==> src/rtl/sample_stream_reader_pkg.sv <==
// Shared types and constants for the sample stream reader.
package sample_stream_reader_pkg;

  localparam int unsigned SAMPLE_W            = 16;
  localparam logic [7:0]  HEADER_BYTE_DEFAULT = 8'hA5;

  typedef enum logic [2:0] {
    ST_IDLE  = 3'd0,
    ST_HDR   = 3'd1,
    ST_FETCH = 3'd2,
    ST_CAPT  = 3'd3,
    ST_MSB   = 3'd4,
    ST_LSB   = 3'd5
  } state_e;

endpackage

==> src/rtl/sample_stream_reader_byte_out_reg.sv <==
// Output byte holding register: keeps valid/data stable until the
// downstream accepts the byte.
module byte_out_reg (
  input  logic       clk,
  input  logic       rst_n,
  input  logic       i_load,
  input  logic [7:0] i_data,
  input  logic       i_ready,
  output logic       o_valid,
  output logic [7:0] o_data,
  output logic       o_xfer
);

  logic       valid_d, valid_q;
  logic [7:0] data_d, data_q;

  // A new load wins over a completing transfer so bytes can go back-to-back.
  always_comb begin
    valid_d = valid_q;
    data_d  = data_q;
    if (i_load) begin
      valid_d = 1'b1;
      data_d  = i_data;
    end else if (valid_q && i_ready) begin
      valid_d = 1'b0;
    end
  end

  // Holding register state.
  always_ff @(posedge clk or negedge rst_n) begin
    if (!rst_n) begin
      valid_q <= 1'b0;
      data_q  <= 8'd0;
    end else begin
      valid_q <= valid_d;
      data_q  <= data_d;
    end
  end

  assign o_valid = valid_q;
  assign o_data  = data_q;
  assign o_xfer  = valid_q & i_ready;

endmodule

==> src/rtl/sample_stream_reader.sv <==
// Pops 16-bit samples from the scope sample port and frames them into a
// byte stream: header byte, then MSB/LSB of each sample.
module sample_stream_reader
  import sample_stream_reader_pkg::*;
#(
  parameter int unsigned g_FrameLen   = 64,
  parameter logic [7:0]  g_HeaderByte = HEADER_BYTE_DEFAULT
) (
  input  logic                clk,
  input  logic                reset,
  input  logic                i_Enable,
  input  logic                userif_SampleEmpty,
  input  logic [SAMPLE_W-1:0] userif_SampleData,
  output logic                userif_SampleRead,
  output logic                o_ByteValid,
  output logic [7:0]          o_ByteData,
  input  logic                i_ByteReady,
  output logic                o_FrameActive,
  output logic [15:0]         o_FrameCount
);

  localparam logic [7:0] FRAME_LAST = 8'(g_FrameLen - 1);

  state_e      state_d, state_q;
  logic [7:0]  cnt_d, cnt_q;
  logic [15:0] fcnt_d, fcnt_q;
  logic        active_d, active_q;
  logic        read_d, read_q;
  logic [7:0]  capt_lsb_d, capt_lsb_q;
  logic        load;
  logic [7:0]  load_data;
  logic        byte_xfer;

  // Next-state, counters and byte loads. The read strobe is registered so it
  // is high during a FETCH cycle: it is requested either on the edge that
  // enters FETCH (source already non-empty) or on the first non-empty cycle
  // while waiting in FETCH. The sample then arrives while in CAPT.
  always_comb begin
    state_d    = state_q;
    cnt_d      = cnt_q;
    fcnt_d     = fcnt_q;
    active_d   = active_q;
    read_d     = 1'b0;
    capt_lsb_d = capt_lsb_q;
    load       = 1'b0;
    load_data  = 8'd0;
    case (state_q)
      ST_IDLE: begin
        if (i_Enable) begin
          state_d   = ST_HDR;
          active_d  = 1'b1;
          load      = 1'b1;
          load_data = g_HeaderByte;
        end
      end
      ST_HDR: begin
        if (byte_xfer) begin
          state_d = ST_FETCH;
          read_d  = ~userif_SampleEmpty;
        end
      end
      ST_FETCH: begin
        if (read_q) begin
          state_d = ST_CAPT;
        end else begin
          read_d = ~userif_SampleEmpty;
        end
      end
      ST_CAPT: begin
        capt_lsb_d = userif_SampleData[7:0];
        load       = 1'b1;
        load_data  = userif_SampleData[15:8];
        state_d    = ST_MSB;
      end
      ST_MSB: begin
        if (byte_xfer) begin
          load      = 1'b1;
          load_data = capt_lsb_q;
          state_d   = ST_LSB;
        end
      end
      ST_LSB: begin
        if (byte_xfer) begin
          if (cnt_q == FRAME_LAST) begin
            cnt_d    = 8'd0;
            fcnt_d   = fcnt_q + 16'd1;
            active_d = 1'b0;
            state_d  = ST_IDLE;
          end else begin
            cnt_d   = cnt_q + 8'd1;
            state_d = ST_FETCH;
            read_d  = ~userif_SampleEmpty;
          end
        end
      end
      default: state_d = ST_IDLE;
    endcase
  end

  // Control and capture registers; reset aborts any partial frame.
  always_ff @(posedge clk or negedge reset) begin
    if (!reset) begin
      state_q    <= ST_IDLE;
      cnt_q      <= 8'd0;
      fcnt_q     <= 16'd0;
      active_q   <= 1'b0;
      read_q     <= 1'b0;
      capt_lsb_q <= 8'd0;
    end else begin
      state_q    <= state_d;
      cnt_q      <= cnt_d;
      fcnt_q     <= fcnt_d;
      active_q   <= active_d;
      read_q     <= read_d;
      capt_lsb_q <= capt_lsb_d;
    end
  end

  byte_out_reg u_byte_out (
    .clk     (clk),
    .rst_n   (reset),
    .i_load  (load),
    .i_data  (load_data),
    .i_ready (i_ByteReady),
    .o_valid (o_ByteValid),
    .o_data  (o_ByteData),
    .o_xfer  (byte_xfer)
  );

  assign userif_SampleRead = read_q;
  assign o_FrameActive     = active_q;
  assign o_FrameCount      = fcnt_q;

endmodule

==> config.mk <==
export PLATFORM = sky130hd
export DESIGN_NAME = sample_stream_reader
export DESIGN_NICKNAME = d
export VERILOG_FILES = /design/src/rtl/sample_stream_reader_pkg.sv /design/src/rtl/sample_stream_reader_byte_out_reg.sv /design/src/rtl/sample_stream_reader.sv
export SDC_FILE = /design/constraint.sdc
export NUM_CORES = 1
export LEC_CHECK = 0
export CORE_ASPECT_RATIO = 0.75
export CORE_UTILIZATION = 45
export CTS_BUF_LIST = sky130_fd_sc_hd__clkbuf_16
export CTS_CLUSTER_SIZE = 40
export DETAILED_ROUTE_END_ITERATION = 8
export MAX_ROUTING_LAYER = met4
export PLACE_DENSITY = 0.73
export RECOVER_POWER = 100
export SYNTH_ARGS = -nofsm -noshare
export SYNTH_HDL_FRONTEND = slang
export SYNTH_SLANG_ARGS = --single-unit
==> constraint.sdc <==
create_clock -name clk -period 2.75 [get_ports clk]
set_clock_uncertainty 0.2 [all_clocks]
set_input_delay 0.55 -clock clk [delete_from_list [all_inputs] [get_ports clk]]
set_output_delay 0.55 -clock clk [all_outputs]
set_load 0.01 [all_outputs]
* After elaboration in Yosys (flattened, before gate mapping)
Cells that the tools add are included. Widths: inputs -> output; s select.
Operators by class: bitwise gates (word level) 2, add/sub/neg operators 2, muxes and demuxes 25, reduce and logical (&&, ||, !) cells 8, eq/ne operators 12
Operators with widths (number):
- $mux 8 | 3
- $pmux 8 s3 | 1
- $pmux 3 s6 | 1
- $add 16x1->16 const B | 1
- $mux 3 | 5
- $ne 2x2->1 const B | 6
- $mux 1 | 11
- $add 8x1->8 const B | 1
- $eq 8x6->1 const B | 1
- $eq 3x2->1 const B | 2
- $eq 3x3->1 const B | 2
- $pmux 1 s3 | 2
- $reduce_and 5->1 | 1
- $reduce_and 4->1 | 1
- $reduce_bool 2->1 | 2
- $eq 3x1->1 const B | 1
- $logic_not 3->1 | 1
- $reduce_and 3->1 | 1
- $mux 2 | 1
- $pmux 1 s2 | 1
- $reduce_and 2->1 | 1
- $and 1x1->1 | 1
- $logic_and 1x1->1 | 1
- $not 1->1 | 1
Word-level totals: word-level logic and storage cells 57, output and inout port bits 27, flip-flop bits (word level) 46, input bits 21

* Longest topological paths before layout
Gate-level depths: netlist of run 1.
depth after elaboration 4, mapped depth 6, depth with buffers taken out 5

* By module
Synthesis of run 1 repeated with hierarchy kept, for this count alone.
Second synthesis, totals: cells, all modules 205, area, all modules 2193.4 µm²
Modules (own cells, without submodules):
- sample_stream_reader | sequential area each 925.9 µm², cells an instance 184, times used 1, area each 1818.0 µm²
- byte_out_reg | sequential area each 225.2 µm², cells an instance 21, times used 1, area each 375.4 µm²

* Least setup slack after synthesis of run 1
No wires, ideal clock.
kind register -> register, from reg state_q[1], to reg fcnt_q[15] (netlist: o_FrameCount[15]), library setup time 0.079 ns, stages on the path, launching flop included 7, data arrival time 1.678 ns, data required time 2.471 ns, buffers on the path 2, setup slack 0.793 ns, period minus slack after synthesis 1.957 ns, path through dfrtp_1 -> buf_6 -> nand4b_4 -> or4_1 -> buf_6 -> nor3_2 -> xor2_1
On the way: cells in the longest elaborated chain, start to end 2
Ends and longest elaborated chain:
- start: declaration | line sample_stream_reader.sv:24 | state_e state_d, state_q;
- start signal: assignment | line sample_stream_reader.sv:110 | state_q <= state_d;
- $eq 3x3->1 | line sample_stream_reader.sv:47 | case (state_q)
- $reduce_and 3->1 (no line)
- end signal: assignment | line sample_stream_reader.sv:112 | fcnt_q <= fcnt_d;
- end: declaration | line sample_stream_reader.sv:26 | logic [15:0] fcnt_d, fcnt_q;
Every way passes these cells. A chain may end at the register's enable or synchronous reset.

* Worst setup path in the final report of run 1
from in i_ByteReady, to reg fcnt_q[15] (netlist: o_FrameCount[15])
On the way: cells in the longest elaborated chain, start to end 2
Ends and longest elaborated chain:
- start: declaration | line sample_stream_reader.sv:17 | input logic i_ByteReady,
- $and 1x1->1 | line sample_stream_reader_byte_out_reg.sv:42 | assign o_xfer = valid_q & i_ready;
- $reduce_and 3->1 (no line)
Every way passes these cells.

==> results of run 1 <==
[cells in the final DEF, fill, tap and decap left out, drive strengths merged, types with 2 or more instances in the layout]
cell	instances
clkbuf	12
a31oi	2
dfrtp	46
and3	2
dlygate4sd3	28
nor4	2
clkdlybuf4s50	18
nor2	7
buf	4
xor2	8
nand4	7
a21oi	5
ha	2
nor3	11
nand2	16
and4	2
a221o	4
o21ai	3
mux2	9
a22o	5
clkinv	2
xnor2	10
inv	7
nand3	9
a21o	9
[flip-flops by register name, summed over array words and instances (netlist names)]
register            cells
o_FrameActive           1
u_byte_out.o_data       8
userif_SampleRead       1
capt_lsb_q              8
o_FrameCount           16
u_byte_out.o_valid      1
cnt_q                   8
state_q                 3
[path summary, 6_finish.rpt]
kind / from / end
max: i_ByteReady / o_FrameCount[15]$_DFFE_PN0P_
min: o_FrameCount[15]$_DFFE_PN0P_ / o_FrameCount[15]$_DFFE_PN0P_
max reg2reg: state_q[0]$_DFFE_PN0P_ / u_byte_out.o_data[3]$_DFFE_PN0P_
min reg2reg: o_FrameCount[15]$_DFFE_PN0P_ / o_FrameCount[15]$_DFFE_PN0P_
max in group asynchronous: reset / o_FrameCount[13]$_DFFE_PN0P_
min in group asynchronous: reset / o_FrameCount[3]$_DFFE_PN0P_
[critical path, stage by stage]
cell and delay (ns):
dlygate4sd3_1 0.57, nand4b_2 0.12, or4_1 0.71, nor3_1 0.29
xor2_1 0.17
[final cells by class]
| type | count | share of cell area (%) |
|---|---|---|
| clock buffers | 5 | 4.49 |
| flip-flops and latches | 46 | 41.3 |
| inverters | 7 | 0.943 |
| multi-input cells | 126 | 31.6 |
| well taps | 57 | 2.56 |
| repair buffers | 57 | 18.5 |
| clock inverters | 3 | 0.584 |
[through the flow]
step	hold WS, ns	utilization, %	area, µm²	power, mW	worst slack, ns
after floorplan	0.0544	-	2140	1.32	0.793
after global placement	0.258	60.0	2710	1.55	0.136
after CTS	0.173	63.2	2860	2.15	0.393
after global routing	0.289	61.6	2790	2.22	0.192
final	0.267	61.6	2790	2.08	0.349
after detailed placement	0.264	60.0	2710	1.57	0.0955
[kinds of logic after synthesis]
| group | after synthesis |
|---|---|
| buffers and inverters | 12 |
| XOR/XNOR | 18 |
| AND/OR/NAND/NOR | 66 |
| multiplexers | 10 |
| adder cells (fa/ha/maj) | 2 |
| AO/OA/AOI/OAI | 30 |
| flip-flops | 46 |
[synth_stat cells (all sizes together)]
cell     number
a21oi         5
nand4         7
nor3b         1
mux2          9
nor3         11
or3           1
xnor2        10
buf           5
mux2i         1
nand4b        1
nand2b        1
nand4bb       1
and4bb        1
nor4          2
nand3         9
inv           7
nand3b        1
or4           1
o22ai         1
a21o          9
and4          2
a22o          5
and3          2
and4b         1
o21a          1
dfrtp        46
a221o         4
nand2        16
o21ai         3
ha            2
or2           1
nor2          7
xor2          8
a31oi         2
[power groups by stage]
stage          clock (mW)  combinational [mW]  sequential (mW)
2_1_floorplan           0               0.367            0.952
3_3_place_gp            0               0.569            0.986
3_5_place_dp            0               0.583            0.987
4_1_cts             0.590               0.585            0.976
5_1_grt             0.623               0.595            0.998
6_report            0.578               0.535            0.968
[layer usage]
metal  wire (µm)  GRT usage [%]  part of all wire, %  vias to the layer above
met5           0              -                    0                        -
met4          50           6.77                  1.2                        0
met3         194           5.11                  4.6                        5
met2        1830           27.1                   43                       40
met1        2190           28.6                   51                      774
li1            -              -                    -                      781
==> results.yml, run 1 <==
cts:
  cts_tree: "yes"
  numClockSinks: 46
  htree_num_levels: 2
  root_buffer: "clkbuf_16"
  cts_buffers: 5
  cts_setup_buffers: 0
  holdBufCountCts: 0
  clock_path_buffers: 2
  ctsResizeCount: 0
  cts.clk_slew.worst_paths_ns: 0.06
  clock_latency_ns: 0.28
synth:
  synth_top_family_by_area: "simple AND/OR/NAND/NOR gates"
  synth_compound_area_share_pct: 10.2
  synthAdderAreaFrac_pct: 1.17
  avgSynthCellArea_um2: 11.6
  yosysWarnings: 0
  yosys-top-cells-area: "dfrtp_1 54%, mux2_2 4.7%, xnor2_1 4.1%, nor3_2 3.3%, xor2_1 3.3%"
  syn_inst: 184
  yosysSeqAreaShare_pct: 53.8
  synthSimpleGateAreaFrac_pct: 19.3
  synth_xor_area_share_pct: 7.37
  ys_seq_elements: 46
  yosys.area.top_type: "dfrtp_1"
  syn_area_um2: 2140
  synth_fp_nets: 207
  muxShareOfSynthArea_pct: 5.20
  synth_top_area_share_pct: 53.8
  synth_cell_types: 37
power:
  p_clk_share_pct: 27.8
  p_switching_mw: 0.607
  pwr-share-comb_pct: 25.7
  swShare_pct: 29.2
  seqPwrFrac_pct: 46.5
  power.static_leakage_nw: 1.30
  power_density_nw_per_um2: 747
  p_int_mw: 1.47
  peakVddDrop_v: 0.000417
run:
  cap_viol_max_count: 0
timing:
  fmax_mhz: 416
  rsz0062_at_grt: "no"
  tns_ns: 0
  tightest_slew_ns: 1.11
  hold_violations: 0
  setup-violations-final: 0
  min_period_ns: 2.40
  maxSlewHeadroom_pct: 25.9
  drv_slew: 0
  finalCritPeriodShare_pct: 87.3
global_routing:
  antenna_found_initial: 0
  grt-ovfl-total: 0
  grt_pass1_wl_mm: 7.09
  grtUsageTotal_pct: 19.9
  grt_max_degree: 47
  first_global_vias: 1459
detailed_routing:
  drt_pass1_iterations: 4
  drc: 0
  ant_nets: 0
  vias: 1600
  dr.first_iter.drc_count: 80
  viasPerCell: 5.32
  wirelength_mm: 4.26
  wl_per_cell_um: 14.2
setup_path:
  required_ns: 2.76
  crit_path_start_kind: "input pin"
  cp_max_fo: 8
  cp.arrival_ns: 2.41
  crit_type: "input pin to flip-flop"
  reg2regPathDepth: 6
  reg2reg_slack_ns: 0.55
  endpoint_kind: "flip-flop"
die:
  core-area_um2: 4520
  initial_core_util_pct: 47.3
  io_pins: 48
  dieArea_um2: 5040
  row_count: 21
  dieHeight_um: 61.7
  die_w_um: 81.6
cells_and_area:
  insertedDiodeCount: 0
  stdcell_count: 301
  multi_input_area_um2: 880
  area.sequential_um2: 1150
  num-fill-cells: 398
  num-nets-final: 266
  area_delta_synth_final_pct: 30.2
  post_route_cells_drive_above_1_share_pct: 10.2
placement:
  numPortBuffers: 47
  gp_congestion: 0.823
  placedCellCount: 293
  dpl.hpwl_mm: 3.11
worst_hold_path:
  min_path_cells: 1
  hp-class: "flip-flop to flip-flop"
outcome:
  status: "finished clean"
Note: power is estimated with default switching activity, not from simulation.
==> run 2, diff against run 1 <==
--- a/config.mk
+++ b/config.mk
@@ -8,6 +8,7 @@
 export CORE_ASPECT_RATIO = 0.75
 export CORE_UTILIZATION = 45
 export CTS_BUF_LIST = sky130_fd_sc_hd__clkbuf_16
+export CTS_CLUSTER_DIAMETER = 30
 export CTS_CLUSTER_SIZE = 40
 export DETAILED_ROUTE_END_ITERATION = 8
 export MAX_ROUTING_LAYER = met4
==> results of run 2 <==
Same layout as run 1: the final DEF is identical, and so are final timing and power.
